`config.mk`:
```
export PLATFORM = sky130hd
export DESIGN_NAME = md4_block_flat
export DESIGN_NICKNAME = d
export VERILOG_FILES = /design/src/rtl/md4_block_if.sv /design/src/rtl/md4_block.sv /design/src/flat_wrapper.sv
export SDC_FILE = /design/constraint.sdc
export NUM_CORES = 2
export LEC_CHECK = 0
export ABC_CLOCK_PERIOD_IN_PS = 66200
export CORE_ASPECT_RATIO = 1.25
export CORE_UTILIZATION = 35
export CTS_CLUSTER_DIAMETER = 80
export DETAILED_ROUTE_END_ITERATION = 8
export PLACE_DENSITY = 0.65
export SYNTH_ARGS = -nofsm -noshare
export SYNTH_HDL_FRONTEND = slang
export SYNTH_SLANG_ARGS = --single-unit
```
`constraint.sdc`:
```
create_clock -name clk -period 66.2 [get_ports clk]
set_input_delay 16.55 -clock clk [delete_from_list [all_inputs] [get_ports clk]]
set_output_delay 16.55 -clock clk [all_outputs]
set_load 0.01 [all_outputs]
```
`src/rtl/md4_block_if.sv`:
```
// Handshake and data bundle between an MD4 requester and the md4_block core.
interface md4_block_if;
    logic         irdy;
    logic [31:0]  state_a, state_b, state_c, state_d;
    logic [511:0] data;
    logic         ordy;
    logic [31:0]  newstate_a, newstate_b, newstate_c, newstate_d;

    modport master (
        output irdy, state_a, state_b, state_c, state_d, data,
        input  ordy, newstate_a, newstate_b, newstate_c, newstate_d
    );
    modport slave (
        input  irdy, state_a, state_b, state_c, state_d, data,
        output ordy, newstate_a, newstate_b, newstate_c, newstate_d
    );
endinterface

```
`src/rtl/md4_block.sv`:
```
// One MD4 compression per irdy rising edge, one step per clock, result after 49 edges.
module md4_block (
    input  logic        clk,
    input  logic        reset_n,
    md4_block_if.slave  bus
);
    typedef enum logic {IDLE, BUSY} state_t;

    state_t       state_q;
    logic [5:0]   step_q;
    logic         irdy_q;
    logic         ordy_q;
    logic [31:0]  a_q, b_q, c_q, d_q;
    logic [31:0]  aa_q, bb_q, cc_q, dd_q;
    logic [31:0]  na_q, nb_q, nc_q, nd_q;
    logic [511:0] blk_q;

    logic [1:0]   rnd;
    logic [3:0]   idx, k;
    logic [4:0]   s;
    logic [31:0]  f, kc, xw, sum, a_d;
    logic [63:0]  dbl;

    function automatic logic [31:0] bswap(input logic [31:0] v);
        return {v[7:0], v[15:8], v[23:16], v[31:24]};
    endfunction

    always_comb begin
        rnd = step_q[5:4];
        idx = step_q[3:0];
        k   = idx;
        s   = 5'd3;
        f   = (b_q & c_q) | (~b_q & d_q);
        kc  = 32'h0;
        case (rnd)
            2'd0: begin
                case (idx[1:0])
                    2'd0: s = 5'd3;
                    2'd1: s = 5'd7;
                    2'd2: s = 5'd11;
                    default: s = 5'd19;
                endcase
            end
            2'd1: begin
                // Column-major word order: 0,4,8,12,1,5,...
                k  = {idx[1:0], idx[3:2]};
                f  = (b_q & c_q) | (b_q & d_q) | (c_q & d_q);
                kc = 32'h5A827999;
                case (idx[1:0])
                    2'd0: s = 5'd3;
                    2'd1: s = 5'd5;
                    2'd2: s = 5'd9;
                    default: s = 5'd13;
                endcase
            end
            default: begin
                // Bit-reversed word order: 0,8,4,12,2,...
                k  = {idx[0], idx[1], idx[2], idx[3]};
                f  = b_q ^ c_q ^ d_q;
                kc = 32'h6ED9EBA1;
                case (idx[1:0])
                    2'd0: s = 5'd3;
                    2'd1: s = 5'd9;
                    2'd2: s = 5'd11;
                    default: s = 5'd15;
                endcase
            end
        endcase
        // Word k sits at bits 511-32k down; {~k,5'h1f} is that top index.
        xw  = bswap(blk_q[{~k, 5'h1f} -: 32]);
        sum = a_q + f + xw + kc;
        dbl = {sum, sum} << s;
        a_d = dbl[63:32];
    end

    always_ff @(posedge clk) begin
        if (!reset_n) begin
            state_q <= IDLE;
            step_q  <= 6'd0;
            irdy_q  <= 1'b0;
            ordy_q  <= 1'b0;
            na_q    <= 32'h0;
            nb_q    <= 32'h0;
            nc_q    <= 32'h0;
            nd_q    <= 32'h0;
        end else begin
            irdy_q <= bus.irdy;
            case (state_q)
                IDLE: begin
                    if (bus.irdy && !irdy_q) begin
                        a_q     <= bus.state_a;
                        b_q     <= bus.state_b;
                        c_q     <= bus.state_c;
                        d_q     <= bus.state_d;
                        aa_q    <= bus.state_a;
                        bb_q    <= bus.state_b;
                        cc_q    <= bus.state_c;
                        dd_q    <= bus.state_d;
                        blk_q   <= bus.data;
                        step_q  <= 6'd0;
                        ordy_q  <= 1'b0;
                        state_q <= BUSY;
                    end
                end
                default: begin
                    if (step_q == 6'd48) begin
                        na_q    <= a_q + aa_q;
                        nb_q    <= b_q + bb_q;
                        nc_q    <= c_q + cc_q;
                        nd_q    <= d_q + dd_q;
                        ordy_q  <= 1'b1;
                        step_q  <= 6'd0;
                        state_q <= IDLE;
                    end else begin
                        a_q    <= d_q;
                        b_q    <= a_d;
                        c_q    <= b_q;
                        d_q    <= c_q;
                        step_q <= step_q + 6'd1;
                    end
                end
            endcase
        end
    end

    assign bus.ordy       = ordy_q;
    assign bus.newstate_a = na_q;
    assign bus.newstate_b = nb_q;
    assign bus.newstate_c = nc_q;
    assign bus.newstate_d = nd_q;
endmodule

```
`src/flat_wrapper.sv`:
```
// flat-port wrapper written by rule: the top's interface ports become plain ports
module md4_block_flat 
  (clk, reset_n, bus_irdy, bus_state_a, bus_state_b, bus_state_c, bus_state_d, bus_data, bus_ordy, bus_newstate_a, bus_newstate_b, bus_newstate_c, bus_newstate_d);
  md4_block_if bus_i ();
  input  logic clk;
  input  logic reset_n;
  input wire logic [$bits(bus_i.irdy)-1:0] bus_irdy;
  input wire logic [$bits(bus_i.state_a)-1:0] bus_state_a;
  input wire logic [$bits(bus_i.state_b)-1:0] bus_state_b;
  input wire logic [$bits(bus_i.state_c)-1:0] bus_state_c;
  input wire logic [$bits(bus_i.state_d)-1:0] bus_state_d;
  input wire logic [$bits(bus_i.data)-1:0] bus_data;
  output wire logic [$bits(bus_i.ordy)-1:0] bus_ordy;
  output wire logic [$bits(bus_i.newstate_a)-1:0] bus_newstate_a;
  output wire logic [$bits(bus_i.newstate_b)-1:0] bus_newstate_b;
  output wire logic [$bits(bus_i.newstate_c)-1:0] bus_newstate_c;
  output wire logic [$bits(bus_i.newstate_d)-1:0] bus_newstate_d;
  assign bus_i.irdy = bus_irdy;
  assign bus_i.state_a = bus_state_a;
  assign bus_i.state_b = bus_state_b;
  assign bus_i.state_c = bus_state_c;
  assign bus_i.state_d = bus_state_d;
  assign bus_i.data = bus_data;
  assign bus_ordy = bus_i.ordy;
  assign bus_newstate_a = bus_i.newstate_a;
  assign bus_newstate_b = bus_i.newstate_b;
  assign bus_newstate_c = bus_i.newstate_c;
  assign bus_newstate_d = bus_i.newstate_d;
  md4_block u_core (.clk(clk), .reset_n(reset_n), .bus(bus_i));
endmodule
```
==> impl_metrics.json <==
{
  "fin_tns_setup_ns": 0,
  "critical_path_buf_inv_count": 5,
  "violations": "DRC",
  "dp_slack_ns": 45.74,
  "peakVddDrop_uv": 26.1,
  "r2r_cells": 22,
  "drive_gt1_frac": 0.106,
  "routed-wl-met3_um": 9370,
  "fin_crit_sh": 0.300,
  "synthSimpleGateAreaFrac": 0.0819,
  "synth_common_cells": "edfxtp_1 (768), nand2_1 (343), a21oi_1 (279)",
  "first_pass_iters": 7,
  "crit_fanout": 171,
  "cpPeakStageDelay_ns": 0.93,
  "globalplace.congestion": 0.954,
  "ys.flop_type": "edfxtp_1",
  "synth_top_area_frac": 0.495,
  "p_total_mw": 1.63,
  "holdWs_ns": 0.449,
  "synth_edf_count": 768,
  "vias_per_cell": 5.40,
  "cts_resized": 0,
  "hold_buffers": 0,
  "synth-seq-area-share": 0.554,
  "synth.area.top_cells": "edfxtp_1 (50%), mux4_2 (6.0%), dfxtp_1 (5.9%)",
  "yosysMostFrequentCell": "edfxtp_1",
  "cp-end-kind": "flip-flop",
  "pwr_density_cell_mw_per_mm2": 27.5,
  "antenna_found_initial": 38,
  "synth_top_family_by_area": "compound AO/OA/AOI/OAI gates",
  "worstMarginPinSlew_ns": 1.18,
  "required_ns": 66.51,
  "cts-root-buf": "clkbuf_16",
  "drc": 198,
  "power_leakage_nw": 21.0,
  "insertion_delay_ns": 0.75,
  "instances_no_fill": 6231,
  "r2r-start": "u_core.step_q[0]$_SDFFE_PN0P_",
  "clock_sinks": 905,
  "dp_cells": 6038,
  "design.die.area_mm2": 0.135,
  "clk_pin_slew_ns": 0.06,
  "overflow": 0,
  "routed_wl_um": 165000,
  "core_area_mm2": 0.132,
  "ios": 772,
  "ys.warnings.count": 0,
  "via_count": 33600,
  "synthMuxAreaShare": 0.0993,
  "setup_viol": 0,
  "hpwlAfterDp_um": 130000,
  "nets": 5300,
  "cts_tree": "built",
  "syn-num-nets": 4581,
  "die_x_um": 328,
  "grt_max_degree": 172,
  "path_class": "input port to flip-flop",
  "grt_usage": 0.240,
  "ant_nets": 0,
  "final.min_clock_period_ns": 19.85,
  "whs_path_depth": 2,
  "r2r_setup_slack_ns": 56.91,
  "wl_met2_um": 86800,
  "min_to": "u_core.bus.newstate_d[17]$_SDFFE_PN0P_",
  "cts_buffer_depth": 3,
  "cts-htree-levels": 3,
  "grt_pass1_vias": 33600,
  "skew_ns": 0.0988,
  "grt_first_pass_wirelength_um": 232000,
  "rows": 149,
  "cts_setup_buffers": 0,
  "area_growth_pct": 27.6,
  "cp.depth": 6,
  "synthAdderAreaFrac": 0.0842,
  "dr.max_layer_used": "met5",
  "r2r_end": "u_core.b_q[6]$_DFFE_PP_",
  "path_common_cell": "buf_4",
  "netlist_area_mm2": 0.0466,
  "maxCapViolCount": 0,
  "worstHoldStart": "u_core.bus.newstate_d[17]$_SDFFE_PN0P_",
  "hold_violations": 0,
  "crit_path_start": "reset_n",
  "cp_cell_sequence": "clkdlybuf4s50_1, buf_4, clkinv_2, nor3_2, buf_12, buf_4",
  "outcome": "finished, violations left",
  "synth-async-reset-ratio": 0,
  "start_util": 0.353,
  "numPortBuffers": 771,
  "drv_slew": 0,
  "synth-xor-area-share": 0.0214,
  "synth-seq-cells": 905,
  "hp-class": "flip-flop to flip-flop",
  "clock.fmax_mhz": 50.4,
  "avgRoutedWirePerCell_um": 26.4,
  "die_h_um": 410,
  "startpoint_type": "input port",
  "synth_compound_area_frac": 0.128,
  "m1WireLength_um": 60700,
  "drt_iter0_drc": 2597,
  "rsz0062_at_grt": "no",
  "crit_slowest_cell": "buf_4",
  "yosys.area.top_type": "edfxtp_1",
  "synth_cell_types": 93,
  "numCtsBuffers": 94,
  "layout_setup_ws_ns": 46.35,
  "syn_inst": 3679,
  "critPathTopFamily": "buffers and inverters",
  "max-slew-margin-rel": 0.215,
  "postSynthAreaPerCell_um2": 12.7,
  "arrival_ns": 20.16
}
==> registers in the layout, summed over array words and instances, names as in the netlist, 32 cells and up <==
signal	flops
u_core.b_q	32
u_core.bus.newstate_d	32
u_core.aa_q	32
u_core.a_q	32
u_core.dd_q	32
u_core.d_q	32
u_core.bus.newstate_c	32
u_core.bb_q	32
u_core.blk_q	512
u_core.c_q	32
u_core.bus.newstate_a	32
u_core.bus.newstate_b	32
u_core.cc_q	32
==> routing by layer <==
layer / vias up / global-route usage
met5: - / 0
li1: 15400 / -
met4: 22 / 0.117
met1: 16600 / 0.271
met3: 288 / 0.0416
met2: 1291 / 0.435
==> where the power goes <==
part	internal, mW	switching (mW)
logic	0.169	0.244
clock network	0.315	0.240
registers	0.646	0.0204
==> tightest hold or removal path, delay by kind of cell (launching register included) <==
kind / cells / cell delay, ns
AND/OR/NAND/NOR: 1 / 0.05
flip-flops: 1 / 0.31
AO/OA/AOI/OAI: 1 / 0.05
==> worst max-delay path by stage <==
stage	end	slack [ns]
after detailed placement	u_core.blk_q[145]$_DFFE_PP_	45.74
final	u_core.blk_q[196]$_DFFE_PP_	46.35
after floorplan	u_core.aa_q[0]$_DFFE_PP_	3.13
after CTS	u_core.blk_q[184]$_DFFE_PP_	46.48
after global placement	u_core.blk_q[145]$_DFFE_PP_	45.80
after global routing	u_core.blk_q[177]$_DFFE_PP_	46.19
==> final cells by class <==
cell class | instances | area, µm²
Fill cell | 12100 | 72600
Sequential cell | 905 | 25800
Antenna cell | 18 | 45.0
Multi-Input combinational cell | 2398 | 19400
Tap cell | 1736 | 2170
Inverter | 192 | 722
Timing Repair Buffer | 807 | 8010
Clock buffer | 115 | 2510
Clock inverter | 60 | 738
==> cell usage in the layout (no fill, tap or decap), types with 48 or more instances in the layout <==
master and count:
clkbuf_16 95, o21ai_0 130, mux4_2 125, xnor2_1 75
nor3_1 53, mux2_2 106, inv_1 189, a21oi_1 277
nand2_1 342, nor2_1 143, a21o_1 75, dfxtp_1 134
fa_1 91, and2_1 48, o211ai_1 56, clkdlybuf4s50_1 771
ha_1 168, mux2i_1 58, edfxtp_1 768, a211oi_1 62
nand3_1 63
==> kinds of logic (layout without fill, tap and decap cells) <==
family,count (synthesis),count (layout)
muxes,292,292
DFF,905,905
and+or+nand+nor,822,822
other,0,18
adders and majority gates,259,259
AOI/OAI and AO/OA,911,911
xor gates and xnor gates,114,114
buffers and inverters,376,1174
==> stage by stage <==
step                cell area, µm²   util
floorplan                    46600      -
global placement             56100  0.425
detailed placement           56100  0.425
CTS                          59400  0.450
global route                 59400  0.450
finish                       59400  0.450
Note: power is estimated with default switching activity, not from simulation.
